<file path="src/rtl/line_mem_arbiter.sv">
// line_mem_arbiter: round-robin I/D cache-line refill arbiter on one burst port.
// Lines go out as BEATS write beats; read beats are reassembled into a line.
module line_mem_arbiter #(
  parameter int ADDR_W = 32,
  parameter int LINE_W = 256,
  parameter int BEAT_W = 64
) (
  input  logic              clk,
  input  logic              rst,
  input  logic              i_req,
  input  logic [ADDR_W-1:0] i_addr,
  input  logic              i_flush,
  output logic [LINE_W-1:0] i_rdata,
  output logic              i_resp,
  input  logic              d_req,
  input  logic              d_we,
  input  logic [ADDR_W-1:0] d_addr,
  input  logic [LINE_W-1:0] d_wdata,
  output logic [LINE_W-1:0] d_rdata,
  output logic              d_resp,
  output logic [ADDR_W-1:0] mem_addr,
  output logic              mem_read,
  output logic              mem_write,
  output logic [BEAT_W-1:0] mem_wdata,
  input  logic              mem_ready,
  input  logic [BEAT_W-1:0] mem_rdata,
  input  logic              mem_rvalid
);

  localparam int BEATS = LINE_W / BEAT_W;
  localparam int CW = $clog2(BEATS);
  localparam logic [CW-1:0] LAST = CW'(BEATS - 1);
  localparam logic [ADDR_W-1:0] AMASK = ~ADDR_W'(LINE_W / 8 - 1);

  typedef enum logic [2:0] {
    S_IDLE,
    S_RD_CMD,
    S_RD_DATA,
    S_WR,
    S_RESP
  } state_t;

  state_t            r_state;
  logic [CW-1:0]     r_cnt;
  logic              r_rr_d;
  logic              r_drop;
  logic              r_side_i;
  logic              r_resp;
  logic              r_mem_read;
  logic              r_mem_write;
  logic [ADDR_W-1:0] r_mem_addr;
  logic [BEAT_W-1:0] r_mem_wdata;
  logic [LINE_W-1:0] r_wline;
  logic [LINE_W-1:0] r_line;
  logic [LINE_W-1:0] r_i_rdata;
  logic [LINE_W-1:0] r_d_rdata;

  logic              w_iv;
  logic              w_dv;
  logic              w_gnt_i;
  logic              w_gnt_wr;
  logic [ADDR_W-1:0] w_gnt_addr;
  logic [CW-1:0]     w_nidx;
  logic [BEAT_W-1:0] w_nbeat;
  logic [LINE_W-1:0] w_line_nxt;
  logic              w_i_busy;

  // A flushed I request is not a candidate; ties go to the rr side.
  assign w_iv       = i_req & ~i_flush;
  assign w_dv       = d_req;
  assign w_gnt_i    = w_iv & (~w_dv | ~r_rr_d);
  assign w_gnt_wr   = ~w_gnt_i & d_we;
  assign w_gnt_addr = (w_gnt_i ? i_addr : d_addr) & AMASK;
  assign w_i_busy   = r_side_i &
                      ((r_state == S_RD_CMD) | (r_state == S_RD_DATA));

  always_comb begin
    w_line_nxt = r_line;
    w_line_nxt[int'(r_cnt) * BEAT_W +: BEAT_W] = mem_rdata;
  end

  always_comb begin
    w_nidx  = (r_cnt == LAST) ? '0 : r_cnt + CW'(1);
    w_nbeat = r_wline[int'(w_nidx) * BEAT_W +: BEAT_W];
  end

  always_ff @(posedge clk or negedge rst) begin
    if (!rst) begin
      r_state     <= S_IDLE;
      r_cnt       <= '0;
      r_rr_d      <= 1'b1;
      r_drop      <= 1'b0;
      r_side_i    <= 1'b0;
      r_resp      <= 1'b0;
      r_mem_read  <= 1'b0;
      r_mem_write <= 1'b0;
      r_mem_addr  <= '0;
      r_mem_wdata <= '0;
      r_wline     <= '0;
      r_line      <= '0;
      r_i_rdata   <= '0;
      r_d_rdata   <= '0;
    end else begin
      r_resp <= 1'b0;
      unique case (r_state)
        S_IDLE: begin
          if (w_iv | w_dv) begin
            r_side_i   <= w_gnt_i;
            r_rr_d     <= w_gnt_i;
            r_mem_addr <= w_gnt_addr;
            r_wline    <= d_wdata;
            r_cnt      <= '0;
            if (w_gnt_wr) begin
              r_state     <= S_WR;
              r_mem_write <= 1'b1;
              r_mem_wdata <= d_wdata[BEAT_W-1:0];
            end else begin
              r_state    <= S_RD_CMD;
              r_mem_read <= 1'b1;
            end
          end
        end
        S_RD_CMD: begin
          if (mem_ready) begin
            r_state    <= S_RD_DATA;
            r_mem_read <= 1'b0;
            r_cnt      <= '0;
          end
        end
        S_RD_DATA: begin
          if (mem_rvalid) begin
            r_line <= w_line_nxt;
            r_cnt  <= r_cnt + CW'(1);
            if (r_cnt == LAST) begin
              r_state    <= S_RESP;
              r_resp     <= 1'b1;
              r_mem_addr <= '0;
              r_cnt      <= '0;
              if (!r_side_i) begin
                r_d_rdata <= w_line_nxt;
              end else if (!(r_drop | i_flush)) begin
                r_i_rdata <= w_line_nxt;
              end
            end
          end
        end
        S_WR: begin
          if (mem_ready) begin
            r_cnt       <= r_cnt + CW'(1);
            r_mem_wdata <= w_nbeat;
            if (r_cnt == LAST) begin
              r_state     <= S_RESP;
              r_resp      <= 1'b1;
              r_mem_write <= 1'b0;
              r_mem_addr  <= '0;
              r_mem_wdata <= '0;
              r_cnt       <= '0;
            end
          end
        end
        S_RESP: begin
          r_state <= S_IDLE;
          r_drop  <= 1'b0;
        end
        default: r_state <= S_IDLE;
      endcase
      // Memory cannot cancel a burst, so a flush only marks it for discard.
      if (w_i_busy && i_flush) begin
        r_drop <= 1'b1;
      end
    end
  end

  assign mem_read  = r_mem_read;
  assign mem_write = r_mem_write;
  assign mem_addr  = r_mem_addr;
  assign mem_wdata = r_mem_wdata;
  assign i_rdata   = r_i_rdata;
  assign d_rdata   = r_d_rdata;
  assign i_resp    = r_resp & r_side_i & ~r_drop & ~i_flush;
  assign d_resp    = r_resp & ~r_side_i;

endmodule

</file>
<file path="config.mk">
export PLATFORM = sky130hd
export DESIGN_NAME = line_mem_arbiter
export DESIGN_NICKNAME = d
export VERILOG_FILES = /design/src/rtl/line_mem_arbiter.sv
export SDC_FILE = /design/constraint.sdc
export NUM_CORES = 2
export LEC_CHECK = 0
export ABC_CLOCK_PERIOD_IN_PS = 4900
export CAP_MARGIN = 15
export CORE_AREA = 2 2 388 390
export CTS_BUF_LIST = sky130_fd_sc_hd__clkbuf_4 sky130_fd_sc_hd__clkbuf_8
export DETAILED_ROUTE_END_ITERATION = 7
export DIE_AREA = 0 0 390 392
export PLACE_DENSITY_LB_ADDON = 0.05
export RECOVER_POWER = 100
export SLEW_MARGIN = 40
export SYNTH_ARGS = -nofsm -noshare
export SYNTH_HDL_FRONTEND = slang
export SYNTH_SLANG_ARGS = --single-unit
export TNS_END_PERCENT = 50
</file>
<file path="constraint.sdc">
create_clock -name clk -period 4.9 [get_ports clk]
set_clock_uncertainty 0.05 [all_clocks]
set_input_delay 1.47 -clock clk [delete_from_list [all_inputs] [get_ports clk]]
set_output_delay 1.47 -clock clk [all_outputs]
set_load 0.03 [all_outputs]
</file>
==> out/qor.yml <==
outcome: "finished, violations left"
failed_checks: "max-capacitance violations, max-slew violations"
routed_met2_length_um: 84800
drive_above_1_share: 0.163
endpoint_type_of_the_worst_setup_path: "output port"
clkSlewWorstSetupHoldPaths_ns: 0.05
unrepaired_setup_endpoints_after_global_routing: "no"
power_leakage_nw: 28.7
wire_per_inst_um: 25.0
vias_per_cell: 4.91
n_fill_cell: 14400
drt_first_iter_violations: 2057
min-delay-path-class: "flop to flop"
timing.max_slew.rel_slack: -0.570
total_cts_buffers: 205
placeableCoreArea_mm2: 0.149
total_switching_power_mw: 14.1
finalWeightedCongestion: 0.773
wl_met3_um: 14500
postCtsResizedCells: 0
synth_top_area_frac: 0.604
hold_end: "d_rdata[16]"
synth_largest_area_cell: "sky130_fd_sc_hd__dfrtp_1"
critical_path_peak_fanout: 4
synth_seq_cells: 1126
finalSetupViolations: 0
met1Wirelength_um: 72300
chipHeight_um: 392
reg2reg_setup_slack_ns: 0.58
drc_errors: 0
cap_viol_max_count: 12
holdCritStartpoint: "d_rdata[16]"
cts-root-to-sink-buffers: 3
commonest_non_fill_non_tap_cell_in_the_layout: "sky130_fd_sc_hd__dfrtp_1"
ioPinCount: 1004
timing.critical_path.from_type: "input port"
fmaxAchievable_mhz: 224
fraction_of_the_core_area_covered_by_cells_at_the_end_of_the_flow: 0.420
topRoutingLayerUsed: "met5"
synth_cell_type_count: 50
core.rowCount: 142
ir_worst_vdd_uv: 402
synthToLayoutAreaGrowth_pct: 34.1
drt-total-wl_um: 176000
synthesis.area_mm2: 0.0466
die-area_mm2: 0.153
tritoncts: "built"
yosys_warnings: 0
detail-route-antenna-nets: 0
finalCritPeriodShare: 0.912
synth_enable_flop_cells: 0
min_tclk_post_route_ns: 4.47
switching_part_of_the_total: 0.371
cts_hold_buf: 0
portBuffers: 988
cp.required_ns: 3.38
antenna_violations_before_repair: 53
via_count_of_the_first_global_routing_pass: 35200
grt_overflow: 0
internal_power_mw: 24.0
syn_area_per_cell_um2: 11.7
worstRegToRegCells: 8
synth.area.top_cells: "sky130_fd_sc_hd__dfrtp_1 60%, sky130_fd_sc_hd__mux2_2 7.7%, sky130_fd_sc_hd__a22o_1 5.7%, sky130_fd_sc_hd__o21ai_0 5.5%, sky130_fd_sc_hd__nand2_1 4.3%"
clk-insertion-delay-late_ns: 0.90
setup.worst_path.class: "input port to output port"
via_count: 34500
firstDrtPassIters: 5
final_cell_mix: "1124 x sky130_fd_sc_hd__dfrtp_1, 608 x sky130_fd_sc_hd__dlygate4sd3_1, 553 x sky130_fd_sc_hd__o21ai_0"
globalRouteTotalUtil: 0.227
seq_power_share: 0.373
maximum_level_of_the_cts_h_tree: 4
grt_max_degree: 171
cts.root.buffer_cell: "sky130_fd_sc_hd__clkbuf_8"
grt_first_pass_wirelength_um: 255000
ys_seq_area_frac: 0.604
start_util: 0.313
timing.critical_path.arrival_ns: 2.95
cts.sinks: 1126
hold-path-cell-count: 2
pwr-share-clk: 0.248
endpoint_of_the_most_critical_register_to_register_path: "d_rdata[128]"
worstReg2RegStart: "r_cnt[0]"
detailed_place_hpwl_um: 123000
synth_top_flop_cell: "sky130_fd_sc_hd__dfrtp_1"
async_reset_ff_frac: 1.00
drv_slew: 640
worst_pin_slew_ns: 2.36
setup_tns_ns: 0
p_comb_frac: 0.379
synthesis.instances: 3987
fin_nets: 5304
timing.final.hold_violations: 0
postCtsSetupBuffers: 0
die-width_um: 390
power.density_mw_per_mm2: 609
[state kept, by name, summed over array words and instances, names as in the netlist]
signal / count
d_rdata: 256
r_line: 256
mem_write: 1
mem_addr: 27
r_side_i: 1
r_wline: 256
r_cnt: 2
mem_wdata: 64
r_resp: 1
r_drop: 1
mem_read: 1
r_state: 3
i_rdata: 256
r_rr_d: 1
[final cells by class]
| class | count | area [um2] | share of cell area |
|---|---|---|---|
| Sequential cell | 1126 | 28200 | 0.451 |
| Multi-Input combinational cell | 2479 | 16700 | 0.267 |
| Clock inverter | 30 | 258 | 0.00412 |
| Antenna cell | 22 | 55.1 | 0.000880 |
| Inverter | 9 | 33.8 | 0.000540 |
| Timing Repair Buffer | 1085 | 10800 | 0.172 |
| Tap cell | 1944 | 2430 | 0.0389 |
| Clock buffer | 335 | 4070 | 0.0651 |
[worst max path at each step]
stage / start / to / slack (ns) / cells past startpoint
4_1_cts: i_flush / i_resp / 0.53 / 4
3_3_place_gp: i_flush / i_resp / 0.56 / 4
6_report: i_flush / i_resp / 0.43 / 4
2_1_floorplan: i_flush / i_resp / 1.34 / 2
5_1_grt: r_cnt[0] / d_rdata[154] / 0.30 / 8
3_5_place_dp: i_flush / i_resp / 0.53 / 4
[layer usage]
metal	vias up	track usage
li1	15900	-
met1	17300	0.281
met2	1013	0.372
met3	277	0.0826
met4	54	0.0590
met5	-	0
[metrics by stage]
step	cell area, um2	worst slack (ns)	power [mW]	cells	hold slack, ns
after detailed placement	58600	0.531	29.7	6643	0.419
after floorplan	46700	1.34	23.2	3991	0.408
after global routing	62500	0.297	40.4	7012	0.442
after CTS	62900	0.525	39.3	7008	0.407
final	62500	0.433	38.1	7030	0.418
after global placement	58400	0.555	29.4	6637	0.413
[Yosys cell counts (all sizes together) (6+ instances only)]
| library cell | instances |
|---|---|
| dfrtp | 1125 |
| a22o | 305 |
| inv | 9 |
| ha | 6 |
| o32a | 11 |
| mux2 | 344 |
| nand2 | 531 |
| nor2 | 6 |
| a21oi | 301 |
| and2 | 8 |
| a211o | 14 |
| buf | 174 |
| nand3 | 29 |
| o21ai | 560 |
| clkbuf | 203 |
| mux4 | 50 |
| nor2b | 261 |
| mux2i | 19 |
[power groups by stage]
stage	combinational (mW)	sequential [mW]	clock, mW
after floorplan	7.13	16.1	0
after global placement	15.1	14.3	0
after detailed placement	15.3	14.4	0
after CTS	15.3	14.3	9.76
after global routing	15.6	14.6	10.2
final	14.4	14.2	9.45
[logic make-up after synthesis]
logic type,after synthesis,share of synthesized area
DFF,1126,0.604
AOI/OAI and AO/OA,1207,0.158
other,1,0.0000804
buffers and inverters,386,0.0395
muxes,413,0.112
adders and majority gates,6,0.00161
and+or+nand+nor,848,0.0855
[critical path, stage by stage]
cell and delay, ns:
sky130_fd_sc_hd__dlygate4sd3_1 0.60, sky130_fd_sc_hd__nor3b_2 0.37, sky130_fd_sc_hd__and2_1 0.33, sky130_fd_sc_hd__buf_12 0.17
(Power assumes the default switching activity.)
